`config.mk`:
```
export PLATFORM = sky130hd
export DESIGN_NAME = reg_bank_arbiter
export DESIGN_NICKNAME = d
export VERILOG_FILES = /design/src/rtl/reg_bank_arbiter.sv
export SDC_FILE = /design/constraint.sdc
export NUM_CORES = 1
export LEC_CHECK = 0
export BUFFER_PORTS_ARGS = -buffer_cell sky130_fd_sc_hd__buf_2
export CAP_MARGIN = 25
export CORE_ASPECT_RATIO = 0.8
export CORE_MARGIN = 3
export CORE_UTILIZATION = 55
export CTS_CLUSTER_DIAMETER = 30
export DETAILED_ROUTE_END_ITERATION = 8
export PLACE_DENSITY = 0.81
export SLEW_MARGIN = 5
export SYNTH_ARGS = -nofsm -noshare
export SYNTH_HDL_FRONTEND = slang
export SYNTH_SLANG_ARGS = --single-unit
```
`constraint.sdc`:
```
create_clock -name clk -period 3.05 [get_ports clk]
set_input_delay 0.1525 -clock clk [delete_from_list [all_inputs] [get_ports clk]]
set_output_delay 0.1525 -clock clk [all_outputs]
set_load 0.01 [all_outputs]
```
`src/rtl/reg_bank_arbiter.sv`:
```
// reg_bank_arbiter: round-robin arbitrated config register bank shared by NUM_REQ requesters.
// Optional feature macro REG_WRITE_LOCK_EN: bit 0 of register NUM_REGS-1 locks out writes from requesters 1..NUM_REQ-1.
module reg_bank_arbiter #(
    parameter  int NUM_REQ  = 2,
    parameter  int NUM_REGS = 8,
    parameter  int DATA_W   = 8,
    localparam int ADDR_W   = $clog2(NUM_REGS)
) (
    input  logic                       clk,
    input  logic                       rstb,
    input  logic                       ena,
    input  logic [NUM_REQ-1:0]         req_vld,
    input  logic [NUM_REQ-1:0]         req_we,
    input  logic [NUM_REQ*ADDR_W-1:0]  req_addr,
    input  logic [NUM_REQ*DATA_W-1:0]  req_wdata,
    output logic [NUM_REQ-1:0]         req_gnt,
    output logic [NUM_REQ-1:0]         rsp_vld,
    output logic [DATA_W-1:0]          rsp_rdata,
    output logic [NUM_REGS*DATA_W-1:0] config_regs,
    output logic [7:0]                 conflict_cnt,
    output logic                       lock_err
);

    localparam int               PTR_W    = (NUM_REQ > 1) ? $clog2(NUM_REQ) : 1;
    localparam logic [PTR_W-1:0] PTR_LAST = PTR_W'(NUM_REQ - 1);

    logic [DATA_W-1:0] bank [NUM_REGS];
    logic [PTR_W-1:0]  rr_ptr;

    logic [ADDR_W-1:0] addr_a  [NUM_REQ];
    logic [DATA_W-1:0] wdata_a [NUM_REQ];

    logic              gnt_any;
    logic [PTR_W-1:0]  gnt_idx;
    logic [PTR_W-1:0]  cand;
    logic [ADDR_W-1:0] sel_addr;
    logic [DATA_W-1:0] sel_wdata;
    logic              sel_we;
    logic              addr_ok;
    logic [DATA_W-1:0] rd_data;
    logic              wr_blocked;

    always_comb begin
        for (int i = 0; i < NUM_REQ; i++) begin
            addr_a[i]  = req_addr[i*ADDR_W +: ADDR_W];
            wdata_a[i] = req_wdata[i*DATA_W +: DATA_W];
        end
    end

    // Search starts one past the last winner and wraps, so the last winner has lowest priority.
    // NOTE: combinational blocks use blocking '=' and assign every output a default first, so no latch is inferred.
    always_comb begin
        gnt_any = 1'b0;
        gnt_idx = '0;
        cand    = rr_ptr;
        if (rstb && ena) begin
            for (int k = 0; k < NUM_REQ; k++) begin
                cand = (cand == PTR_LAST) ? '0 : cand + 1'b1;
                if (!gnt_any && req_vld[cand]) begin
                    gnt_any = 1'b1;
                    gnt_idx = cand;
                end
            end
        end
    end

    always_comb begin
        req_gnt = '0;
        if (gnt_any) req_gnt[gnt_idx] = 1'b1;
    end

    assign sel_addr  = addr_a[gnt_idx];
    assign sel_wdata = wdata_a[gnt_idx];
    assign sel_we    = req_we[gnt_idx];
    assign addr_ok   = {1'b0, sel_addr} < (ADDR_W + 1)'(NUM_REGS);
    assign rd_data   = addr_ok ? bank[sel_addr] : '0;

`ifdef REG_WRITE_LOCK_EN
    assign wr_blocked = bank[NUM_REGS-1][0] && (gnt_idx != '0);

    always_ff @(posedge clk or negedge rstb) begin
        if (!rstb) lock_err <= 1'b0;
        else       lock_err <= gnt_any && sel_we && wr_blocked;
    end
`else
    assign wr_blocked = 1'b0;
    assign lock_err   = 1'b0;
`endif

    // NOTE: the bank is a small flop array whose reset value is architecturally visible on config_regs, so every entry is reset.
    always_ff @(posedge clk or negedge rstb) begin
        if (!rstb) begin
            for (int r = 0; r < NUM_REGS; r++) bank[r] <= '0;
            rr_ptr       <= PTR_LAST;
            rsp_vld      <= '0;
            rsp_rdata    <= '0;
            conflict_cnt <= '0;
        end else begin
            rsp_vld <= '0;
            if (ena && ($countones(req_vld) > 1) && (conflict_cnt != 8'hFF))
                conflict_cnt <= conflict_cnt + 8'd1;
            if (gnt_any) begin
                rr_ptr <= gnt_idx;
                if (sel_we) begin
                    if (addr_ok && !wr_blocked) bank[sel_addr] <= sel_wdata;
                end else begin
                    rsp_vld   <= req_gnt;
                    rsp_rdata <= rd_data;
                end
            end
        end
    end

    always_comb begin
        for (int r = 0; r < NUM_REGS; r++) config_regs[r*DATA_W +: DATA_W] = bank[r];
    end

endmodule

```
* After elaboration in Yosys (flattened, before gate mapping) *
Cells that the tools add are included.

operators by class
  shift-type cells = 0
  equal/unequal tests = 1
  muxes and demuxes = 32
  divide/modulo/power cells = 0
  $add $sub $neg = 4
  bitwise operators = 3
  reductions and logical operators = 9
  magnitude comparators = 8
  multipliers = 0

operators with widths
  kind                   count
  $bwmux W64             1
  $mux W8                6
  $bmux W8 S3            1
  $demux W8 S3           1
  $mux W1                16
  $mux W3                3
  $add A8 B1 Y8 const B  1
  $ne A8 B8 Y1 const B   1
  $logic_and A1 B1 Y1    6
  $lt A1 B2 Y1 const B   3
  $mux W2                3
  $ge A4 B4 Y1 const B   1
  $lt A4 B1 Y1 const B   1
  $not A3 Y4             1
  $reduce_and A2 Y1      2
  $add A1 B1 Y1 const B  2
  $add A1 B1 Y2          1
  $ge A2 B2 Y1 const B   1
  $gt A2 B1 Y1 const B   1
  $not A1 Y2             1
  $demux W1 S1           1
  $ge A1 B1 Y1 const B   1
  $logic_not A1 Y1       1
  $not A1 Y1             1

storage, ports and cells
  ROM bits = 0
  memories = 0
  output and inout port bits = 85
  bits in writable memories = 0
  latch bits = 0
  register bits = 83
  word-level logic and storage cells = 69

* Depth between registers and ports, before layout *
  word-level depth = 20
  depth in mapped cells = 9
  depth with buffers taken out = 6

* Worst setup path before layout *
OpenSTA, ideal clock, no wires.

  path kind = register to register
  start point = register rr_ptr
  end point = register bank (netlist bit config_regs[10])
  period minus slack after synthesis = 1.995 ns
  buffers on the path = 2
  arrival time = 1.870 ns
  stages on the path, launching flop included = 8
  setup slack = 1.055 ns
  setup time = 0.125 ns
  required time = 2.925 ns
  cell sequence = dfstp_2 > and2_4 > buf_8 > o211ai_1 > a21oi_1 > nor2b_1 > buf_6 > mux2_4

on the way
  word-level cells in the longest chain between the ends = 20

RTL lines
  item                                                                       RTL line  text
  from (decl)                                                                28        logic [PTR_W-1:0] rr_ptr;
  from (signal assigned)                                                     103       rr_ptr <= gnt_idx;
  $add A1 B1 Y1                                                              58        cand = (cand == PTR_LAST) ? '0 : cand + 1'b1;
  $mux W1 (*)                                                                58
  $mux W1 (implied by the code) (2 in series)                                59        if (!gnt_any && req_vld[cand]) begin
  $mux W1                                                                    59
  $mux W1                                                                    56        if (rstb && ena) begin
  $logic_not A1 Y1                                                           59
  $logic_and A1 B1 Y1                                                        59
  $mux W1                                                                    59
  $mux W1                                                                    56
  $not A1 Y2 (implied by the code)                                           72, 73
  $mux W3 (implied by the code) (3 in series)                                72        assign sel_addr = addr_a[gnt_idx];
  $not A3 Y4 (implied by the code)                                           105       if (addr_ok && !wr_blocked) bank[sel_addr] <= sel_wdata;
  $ge A4 B4 Y1 (implied by the code) / $lt A4 B1 Y1 (equally long branches)  105
  $logic_and A1 B1 Y1 (implied by the code)                                  105
  $mux W8 (implied by the code)                                              105
  $demux W8 S3                                                               105
  $bwmux W64                                                                 105
  to (signal, indexed assignment)                                            105
  to (decl)                                                                  27        logic [DATA_W-1:0] bank [NUM_REGS];

Mark *: on every way between the ends. The rest lies on a longest branch, timed or not. The select of a mux whose other input is x is not followed.
A chain may end at the register's enable or synchronous reset.

* Worst setup path in the final report *
  start point = input rstb
  end point = register bank (netlist bit config_regs[31])

on the way
  word-level cells in the longest chain between the ends = 12

RTL lines
  item                                                                       RTL line  text
  from (decl)                                                                10        input logic rstb,
  $logic_and A1 B1 Y1 (*)                                                    56
  $mux W1                                                                    56
  $not A1 Y2 (implied by the code)                                           72, 73
  $mux W3 (implied by the code) (3 in series)                                72
  $not A3 Y4 (implied by the code)                                           105
  $ge A4 B4 Y1 (implied by the code) / $lt A4 B1 Y1 (equally long branches)  105
  $logic_and A1 B1 Y1 (implied by the code)                                  105
  $mux W8 (implied by the code)                                              105
  $demux W8 S3                                                               105
  $bwmux W64                                                                 105

Marks and branches as above.

==> key figures <==
Logic synthesis
  – Sequential share of the synthesized area: just under 40%
  – Ys flop type: dfrtp_1
  – Area contributors post-synth: dfrtp_1 39%, mux2_2 11%, nand2b_1 7.9%
  – Cells after Synth: approximately 500
  – Cell variety after synth: slightly below 50
  – Async SR Flop Fraction: between 90% and 100%
  – Top-area cell type share of the netlist area: roughly two fifths
  – Area leader, netlist: dfrtp_1
  – Yosys synthesis warning count: 0
  – Number of synthesized flops with an enable pin: 0
  – Number of synthesized register bits: just over 80
  – Synthesized area per cell: around 10 sq um
  – Post-Syn Nets: 532
  – Cell Area, Synth: between 5000 and 6000 sq um

Setup path
  – R2R Path Start: rr_ptr
  – Worst r2r dst: config_regs[56]
  – R2R setup slack: 0.60 ns
  – CP max stage cell: dlygate4sd3_1
  – Crit path kind: in2reg
  – Levels on crit path: 7
  – Crit path from: rstb
  – Max incr delay on CP: 0.54 ns
  – Top Family by Delay on Critical Path: simple AND/OR/NAND/NOR gates
  – CP endpoint kind: flip-flop
  – Critical path buffers and inverters: 2
  – Crit path max fanout: 38
  – Crit path to: config_regs[31]
  – CP startpoint kind: input pin
  – WP data required: between 3 and 4 ns
  – FF-to-FF path depth: 5
  – CP cell instances: dlygate4sd3_1, buf_4, and3_4, nand2_4, a31oi_4, nand2b_1, mux2_4
  – Worst EP arrival: approximately 2.9 ns

Finish
  – Share of post-route cells with drive strength above 1: between 30% and 40%
  – Area Overhead vs Synth: 16.3%
  – Fin nets: 630
  – Antenna Cells: 0

Placement
  – Routability Congestion: between 0.9 and 1
  – I/O Buffers: 112
  – Dpl hpwl: between 10000 and 15000 um

Global route
  – Grt ovf: 0
  – Vias in the first global route: around 4300
  – Initial antenna violation count: 0
  – Largest net degree at the start of global routing: 66
  – First-pass GRT wire length: 23700 um
  – Total global-route track usage: 28.9%

CTS
  – Clock-pin slew reported for the worst setup and hold paths after clock tree synthesis: 0.06 ns
  – TritonCTS buffer count: 9
  – H-tree depth: 3
  – Number of clock sinks: 83
  – CTS tree: done
  – CTS Buffer Depth: 2
  – Clock root cell: clkbuf_16
  – Clk_lat worst skew: around 0.34 ns

Timing
  – Hold Fails Final Rpt: 0
  – Fin crit period: 2.66 ns
  – Setup Skew: roughly 0.0054 ns
  – Worst rel slew slack: between 50% and 60%
  – Fin Hold WS: about 0.043 ns
  – Final setup vio count: 0
  – Period utilization: 87.2%
  – F_max: about 0.38 GHz
  – Final setup TNS: 0 ns
  – Slew @ Worst Pin: roughly 0.67 ns
  – Fin. max-slew vios: 0
  – RSZ-0062 raised after global routing: false

Route
  – Number of routed nets with antenna violations: 0
  – DR WL/cell: 20.8 um
  – Number of DRC markers in iteration 0: 494
  – Vias: approximately 4500
  – Vias per std cell: approximately 6.3
  – Residual DRC: 0
  – 1st-pass router iterations: 5
  – DRT Wirelength: 15000 um

Power and ir drop
  – Pwr/cell area: roughly 600 nW/um^2
  – Worst IR Drop VDD: roughly 540 uV
  – Leak pwr: about 2.9 nW

Die
  – Die Width: roughly 120 um
  – IO Pins: around 110
  – Full die area: roughly 11000 sq um
  – Initial Utilization: 57.2%
  – Die Y: about 93 um
  – Row count: 31
  – Core area: 9150 sq um

Run status
  – Status: finished clean

Worst hold path
  – Hold Path Class: in2reg

Run
  – Max-cap viol count: 0
==> power breakdown <==
group          internal (mW)  switching, mW
logic                  0.512          0.565
registers               1.33          0.255
clock network          0.594          0.424
==> per-layer routing <==
metal / track usage, % / vias up / share of wire, %
met3: 6.92 / 39 / 8.7
met5: 0 / - / 0
met4: 12.8 / 0 / 3.6
met1: 41.2 / 2227 / 44
li1: - / 2017 / -
met2: 41.9 / 232 / 44
==> sequential cells by signal, summed over array words and instances, names as in the netlist <==
register	cells
config_regs	64
conflict_cnt	8
rr_ptr	1
rsp_rdata	8
rsp_vld	2
==> area by class of cell <==
type	count	area, sq um
clock buffers	14	264
clock inverters	2	10.0
fillers	704	3070
inverters	2	7.51
multi-input cells	381	2930
flip-flops and latches	83	2080
well taps	115	144
repair buffers	123	648
==> cell usage in the layout, fill, tap and decap left out, drive strengths merged, types with 3 or more instances in the layout <==
cell / netlist / final
a211oi: 34 / 34
xnor2: 6 / 6
clkbuf: 17 / 14
a21oi: 11 / 11
nand3: 4 / 4
o21bai: 3 / 3
nand4: 3 / 3
a22oi: 24 / 24
nand2: 88 / 88
dfrtp: 82 / 82
o2111ai: 8 / 8
nand2b: 66 / 66
nor4b: 3 / 3
a311oi: 8 / 8
mux2: 73 / 73
nor2: 8 / 8
o22ai: 24 / 24
buf: 19 / 122
==> cells by family after synthesis <==
| logic type | count (synthesis) | synth area share [%] |
|---|---|---|
| other | 1 | 0.0717 |
| DFF | 83 | 39.7 |
| and+or+nand+nor | 181 | 19.6 |
| AOI/OAI and AO/OA | 118 | 17.5 |
| adders and majority gates | 1 | 0.239 |
| muxes | 73 | 17.4 |
| xor gates and xnor gates | 7 | 1.17 |
| buffers and inverters | 38 | 4.26 |
==> worst min-delay path by stage <==
stage / from / to / slack (ns) / cells after the start
3_3_place_gp: rstb / config_regs[63] / 0.24 / 2
5_1_grt: req_we[0] / rsp_vld[0] / 0.04 / 2
4_1_cts: req_we[0] / rsp_vld[0] / 0.03 / 2
3_5_place_dp: rstb / config_regs[18] / 0.25 / 2
6_report: req_we[0] / rsp_vld[0] / 0.04 / 2
2_1_floorplan: rstb / config_regs[0] / -0.14 / 0
==> timing repair <==
item | in CTS | in global routing
resized for setup | 0 | 0
setup buffers | 0 | 0
hold buffers | 1 | 0
endpoints found under the setup margin | 0 | 0
hold endpoints to repair | 74 | 0
==> through the flow <==
| stage | std cells | util [%] | setup slack, ns | area (sq um) | power [mW] |
|---|---|---|---|---|---|
| floorplan | 502 | - | 1.05 | 5230 | 2.21 |
| finish | 720 | 66.5 | 0.392 | 6080 | 3.68 |
| global placement | 703 | 63.4 | 0.669 | 5800 | 2.62 |
| CTS | 720 | 66.5 | 0.418 | 6080 | 3.69 |
| global route | 720 | 66.5 | 0.258 | 6080 | 3.86 |
| detailed placement | 703 | 63.4 | 0.596 | 5800 | 2.67 |
==> Yosys cell counts, drive strengths merged (3+ instances only) <==
| library cell | number |
|---|---|
| nor4b | 3 |
| clkbuf | 17 |
| a21oi | 11 |
| o22ai | 24 |
| nand4 | 3 |
| a311oi | 8 |
| nand3 | 4 |
| nand2 | 88 |
| a211oi | 34 |
| buf | 19 |
| o2111ai | 8 |
| nor2 | 8 |
| o21bai | 3 |
| xnor2 | 6 |
| nand2b | 66 |
| dfrtp | 82 |
| mux2 | 73 |
| a22oi | 24 |
No activity file was read; power rests on OpenSTA's default activity.
